## src/rtl/uart_tx.sv

```systemverilog
// uart_tx -- 8N1 UART transmitter.
//
// Sends one frame per accepted start request: a low start bit, eight data
// bits LSB first, then a high stop bit. Every bit lasts exactly
// CLOCKS_PER_BAUD clock cycles. All outputs are registered.
//
// Ports:
//   clk      system clock, rising edge
//   rst      asynchronous active-high reset; abandons any frame in progress
//   data_i   byte to send, sampled only in the cycle start_i is accepted
//   start_i  one-cycle transmit request; ignored while a frame is running
//   done_o   one-cycle pulse in the cycle after the stop bit completes
//   tx       serial line, idles high
module uart_tx #(
   parameter int unsigned CLOCKS_PER_BAUD = 868
) (
   input  logic       clk,
   input  logic       rst,
   input  logic [7:0] data_i,
   input  logic       start_i,
   output logic       done_o,
   output logic       tx
);

   localparam int unsigned CW = (CLOCKS_PER_BAUD > 1) ? $clog2(CLOCKS_PER_BAUD) : 1;
   localparam logic [CW-1:0] CNT_LAST = CW'(CLOCKS_PER_BAUD - 1);

   typedef enum logic [1:0] {
      S_IDLE,
      S_START,
      S_DATA,
      S_STOP
   } state_t;

   state_t          r_state;
   logic [CW-1:0]   r_baud_cnt;
   logic [2:0]      r_bit_idx;
   logic [7:0]      r_shift;
   logic            r_tx;
   logic            r_done;

   logic            w_baud_last;
   logic [2:0]      w_next_idx;

   assign w_baud_last = (r_baud_cnt == CNT_LAST);
   assign w_next_idx  = r_bit_idx + 3'd1;

   assign tx     = r_tx;
   assign done_o = r_done;

   // tx is registered, so each state loads the level for the *next* bit
   // on the edge that ends the current one; the line therefore changes
   // exactly on bit boundaries with no extra cycle of latency.
   always_ff @(posedge clk or posedge rst) begin
      if (rst) begin
         r_state    <= S_IDLE;
         r_baud_cnt <= '0;
         r_bit_idx  <= '0;
         r_shift    <= '0;
         r_tx       <= 1'b1;
         r_done     <= 1'b0;
      end else begin
         r_done <= 1'b0;
         case (r_state)
            S_IDLE: begin
               r_tx <= 1'b1;
               if (start_i) begin
                  r_shift    <= data_i;
                  r_baud_cnt <= '0;
                  r_bit_idx  <= '0;
                  r_tx       <= 1'b0;
                  r_state    <= S_START;
               end
            end

            S_START: begin
               if (w_baud_last) begin
                  r_baud_cnt <= '0;
                  r_bit_idx  <= '0;
                  r_tx       <= r_shift[0];
                  r_state    <= S_DATA;
               end else begin
                  r_baud_cnt <= r_baud_cnt + CW'(1);
               end
            end

            S_DATA: begin
               if (w_baud_last) begin
                  r_baud_cnt <= '0;
                  if (r_bit_idx == 3'd7) begin
                     r_tx    <= 1'b1;
                     r_state <= S_STOP;
                  end else begin
                     r_bit_idx <= w_next_idx;
                     r_tx      <= r_shift[w_next_idx];
                  end
               end else begin
                  r_baud_cnt <= r_baud_cnt + CW'(1);
               end
            end

            S_STOP: begin
               if (w_baud_last) begin
                  r_baud_cnt <= '0;
                  r_tx       <= 1'b1;
                  r_done     <= 1'b1;
                  r_state    <= S_IDLE;
               end else begin
                  r_baud_cnt <= r_baud_cnt + CW'(1);
               end
            end

            default: begin
               r_baud_cnt <= '0;
               r_tx       <= 1'b1;
               r_state    <= S_IDLE;
            end
         endcase
      end
   end

endmodule

```

## config.mk

```make
export PLATFORM = sky130hd
export DESIGN_NAME = uart_tx
export DESIGN_NICKNAME = d
export VERILOG_FILES = /design/src/rtl/uart_tx.sv
export SDC_FILE = /design/constraint.sdc
export NUM_CORES = 1
export LEC_CHECK = 0
export BUFFER_PORTS_ARGS = -buffer_cell sky130_fd_sc_hd__buf_2
export CORE_MARGIN = 3
export CORE_UTILIZATION = 50
export DETAILED_ROUTE_END_ITERATION = 10
export GPL_TIMING_DRIVEN = 0
export PLACE_DENSITY = 0.74
export SLEW_MARGIN = 20
export SYNTH_ARGS = -nofsm -noshare
export SYNTH_HDL_FRONTEND = slang
export SYNTH_SLANG_ARGS = --single-unit
export TNS_END_PERCENT = 20
```

## constraint.sdc

```tcl
create_clock -name clk -period 4 [get_ports clk]
set_clock_uncertainty 0.1 [all_clocks]
set_input_delay 0.8 -clock clk [delete_from_list [all_inputs] [get_ports clk]]
set_output_delay 0.8 -clock clk [all_outputs]
set_load 0.01 [all_outputs]
```

# == After elaboration in Yosys (flattened, before gate mapping) ==
# Cells that the tools add are included.
# word_totals
reg_bits,25
out_inout_bits,2
elab_cells,51
# classes
n_addsub,2
magnitude_cmp,1
eq_ne,11
n_mux,24
reduce_logical,7
# op_table
cell,count
10-bit two-way mux,2
10-bit one-hot mux with 2 select lines,1
3-bit two-way mux,4
2-bit != test (second input constant),6
10-bit by 1-bit adder with 10-bit output (second input constant),1
10-bit equality test (second input constant),1
2-bit two-way mux,5
5-bit AND reduction,2
3-bit one-hot mux with 3 select lines,1
1-bit two-way mux,8
2-bit one-hot mux with 4 select lines,1
2-bit equality test (second input constant),2
3-bit by 4-bit less-than comparator with 1-bit output (second input constant),1
1-bit one-hot mux with 4 select lines,1
3-bit by 1-bit adder with 3-bit output (second input constant),1
1-bit binary-select mux with 3-bit select,1
3-bit equality test (second input constant),1
3-bit AND reduction,1
3-bit nonzero test,1
3-bit OR reduction,1
2-bit by 1-bit equality test with 1-bit output (second input constant),1
2-bit logical NOT,1
2-bit AND reduction,1

# == Longest topological paths before layout ==
# logic_depth
word_depth,6
mapped_depth,7

# == Least setup slack after synthesis ==
# OpenSTA, ideal clock, no wires.
# synth_timing
path_type,register -> register
from,register r_bit_idx[0]
to,register r_tx (netlist: tx)
setup_ns,0.082
t_arrival_ns,1.981
required_ns,3.818
path_slack_ns,1.837
stages_incl_launch_ff,7
n_path_buf,0
synth_period_minus_slack_ns,2.163
cell_sequence,dfrtp_1 -> ha_1 -> ha_1 -> mux4_1 -> a22oi_1 -> a32oi_1 -> mux2_2
# synth_via
elab_chain_cells,6
word_cells_on_any_way,7
cone_classes,1 x add/sub; 1 x eq/ne; 5 x mux
# synth_lines
element,line_no,source
from (decl),37,logic [2:0] r_bit_idx;
from (signal assigned),94,r_bit_idx <= w_next_idx;
3-bit by 1-bit adder with 3-bit output,46,assign w_next_idx = r_bit_idx + 3'd1;
1-bit binary-select mux with 3-bit select,95,r_tx <= r_shift[w_next_idx];
1-bit two-way mux (not written as such),95,
1-bit two-way mux *,90,if (r_bit_idx == 3'd7) begin
1-bit two-way mux *,88,if (w_baud_last) begin
1-bit one-hot mux with 4 select lines *,64,case (r_state)
to (signal assigned),80,r_tx <= r_shift[0];
to (signal assigned),95,
to (decl),39,logic r_tx;
# Mark *: on every way between the ends. The rest lies on a longest branch, timed or not. The select of a mux whose other input is x is not followed.
# A chain may end at the register's enable or synchronous reset.

# == Final worst setup path ==
# Same ends and word-level chain as after synthesis.

==> reports/metrics.yaml <==
outcome:
  status: "finished clean"
setup_path:
  cp_data_required_time_ns: 4.17
  endpoint: "tx"
  crit_type: "flip-flop to flip-flop"
  r2r-start: "r_bit_idx[0]"
  crit_arrival_ns: 2.47
  start_kind: "flip-flop"
  reg2reg_to: "tx"
  cp_slowest_cell: "mux4_1"
  reg2reg_depth: 6
  cp_max_fo: 5
  critPathCaptureType: "flip-flop"
  path_cells: "ha_1, ha_1, mux4_1, a22oi_1, a32oi_1, mux2_2"
  cpMostUsedCell: "ha_1"
  cp-startpoint: "r_bit_idx[0]"
  slowest_delay_ns: 0.59
  rrSetupSlack_ns: 1.69
yosys:
  syn_avg_cell_area_um2: 11.6
  yosysWarningCount: 0
  synth_top_cells_by_count: "dfrtp_1 (24), nand2_1 (12), mux2_2 (11)"
  synth_edf_count: 0
  synth_seq_cells: 25
  synth_cells: 117
  synth.yosys.seq_area_share_pct: 46.3
  yosys.area.top_type: "dfrtp_1"
  synth.most_common_cell: "dfrtp_1"
  synth.area.top_cells: "dfrtp_1 (44%), mux2_2 (9.1%), ha_1 (7.4%)"
  synthArstFlopShare_pct: 100
  synth.distinct_cells: 34
  yosysTopAreaCellShare_pct: 44.3
  synth_flop_cell: "dfrtp_1"
  synth_nets: 136
  syn_area_mm2: 0.00136
sta:
  finalHoldViolations: 0
  fin_crit_ns: 2.31
  fmax_ghz: 0.433
  setup_tns_ns: 0
  setup_slack_ns: 1.69
  period_share_pct: 57.7
  finalSetupViolations: 0
  worst_slew_pin_slew_ns: 0.921
  slew_headroom_pct: 38.5
  hold-worst-slack_ns: 0.422
  maxSlewViolCount: 0
  rsz0062_at_grt: "no"
pwr:
  switching_share_pct: 21.3
  clkPwrFrac_pct: 30.1
  comb_power_share_pct: 2.6
  power.switching_uw: 80.1
  ir_worst_vdd_mv: 0.192
  p_seq_share_pct: 67.3
  p_int_uw: 295
  total_leakage_power_nw: 0.724
  p_per_area_mw_per_mm2: 254
cts:
  cts_root_buffer: "clkbuf_4"
  cts_max_path_buffers: 2
  post_cts_resize_count: 0
  clk_transition_reported_paths_ns: 0.14
  cts_tree: "built"
  cts_setup_buffers: 0
  h-tree-depth: 1
  clk_latency_ns: 0.32
  cts_buffers: 3
  hold_buffers: 0
  cts_sinks: 25
detailed_routing:
  drtPass1Iterations: 4
  vias_per_cell: 5.67
  antenna_left: 0
  drt_iter0_markers: 41
  routed_wl_mm: 2.36
  drc: 0
  vias: 924
  wl_per_cell_um: 14.5
flow_run:
  maxCapViolCount: 0
floorplan:
  die_h_um: 58.1
  die_area_mm2: 0.00337
  io_pins: 13
  start_util_pct: 53.7
  rows: 18
  die_x_um: 58.1
  core_area_mm2: 0.00252
final_layout:
  fill_cells: 216
  regArea_um2: 627
  final_util_pct: 58.6
  syn2layout_area_growth_pct: 9.14
  final_area_mm2: 0.00148
  multi_input_area_um2: 701
  layout-drive-gt1-share_pct: 26.3
  nets: 153
  antenna_cells: 0
min_path:
  min_path_type: "flip-flop to flip-flop"
  hp-start: "r_baud_cnt[1]"
place:
  place_ws_ns: 1.69
  dpl.hpwl_mm: 1.88
  place.gp.congestion: 0.770
  portBuffers: 12
  placement.cell_area_mm2: 0.00145
grt:
  grt_overflow_total: 0
  grt_pass1_wl_mm: 4.31
  grt_pass1_vias: 989
  grt_max_degree: 26
  antenna_found_initial: 0
  grt_usage_pct: 16.7
-- cell families after synthesis --
kind of cell               Yosys count  synth area share [%]
xor gates and xnor gates             4                  2.59
and+or+nand+nor                     41                  17.5
muxes                               15                  14.9
DFF                                 25                  46.3
adders and majority gates            8                  7.39
AOI/OAI and AO/OA                   17                  9.33
buffers and inverters                7                  2.03
-- cell type report --
type | count | share of cell area [%]
Multi-Input combinational cell | 85 | 47.4
Sequential cell | 25 | 42.4
Timing Repair Buffer | 12 | 4.06
Tap cell | 30 | 2.54
Clock buffer | 4 | 1.78
Inverter | 6 | 1.52
Buffer | 1 | 0.338
-- critical path, delay by kind of cell, from the launching register on --
family                   cells  cell delay (ns)
multiplexers                 2             0.86
adder cells (fa/ha/maj)      2             0.56
flip-flops                   1             0.45
AO/OA/AOI/OAI                2             0.30
-- how the worst min path moves through the flow --
stage | cells past startpoint | end | slack [ns]
2_1_floorplan | 2 | r_baud_cnt[1] | 0.36
3_3_place_gp | 2 | r_baud_cnt[1] | 0.37
3_5_place_dp | 1 | r_shift[6] | 0.40
4_1_cts | 1 | r_shift[6] | 0.43
5_1_grt | 1 | r_baud_cnt[0] | 0.45
6_report | 2 | r_baud_cnt[1] | 0.42
-- flip-flops by register name, indices dropped and copies added, names as in the netlist --
| signal | cells |
|---|---|
| r_shift | 8 |
| r_baud_cnt | 10 |
| r_state | 2 |
| tx | 1 |
| done_o | 1 |
| r_bit_idx | 3 |
-- power groups by stage --
| stage | clock (mW) | sequential [mW] | combinational, mW |
|---|---|---|---|
| final | 0.113 | 0.253 | 0.00980 |
| after global routing | 0.127 | 0.253 | 0.0117 |
| after floorplan | 0 | 0.258 | 0.00401 |
| after CTS | 0.117 | 0.253 | 0.0105 |
| after detailed placement | 0 | 0.258 | 0.0105 |
| after global placement | 0 | 0.258 | 0.0100 |
-- per-stage QoR --
| stage | power [mW] | std cells |
|---|---|---|
| after floorplan | 0.262 | 117 |
| after global placement | 0.268 | 159 |
| after detailed placement | 0.268 | 159 |
| after CTS | 0.380 | 163 |
| after global routing | 0.392 | 163 |
| final | 0.375 | 163 |
-- cells in the final DEF, fill, tap and decap left out, types with 2 or more instances in the layout --
cell type / count
and2_1: 2
a21oi_1: 6
inv_1: 6
xor2_1: 4
clkbuf_4: 3
ha_1: 8
nor2b_1: 3
or3_1: 4
nand2_1: 12
mux2_2: 11
buf_2: 13
nand3_1: 4
mux4_1: 2
nand4_1: 2
dfrtp_1: 24
nor2_1: 6
o21ai_0: 4
-- routing by layer --
metal  up-vias  global-route usage, %  wire length, µm
li1        452                      -                -
met3         4                   2.45               81
met5         -                      0                0
met2        19                   30.0             1270
met1       449                   19.7              988
met4         0                   6.95               22
Power figures use the tool's default switching activity.
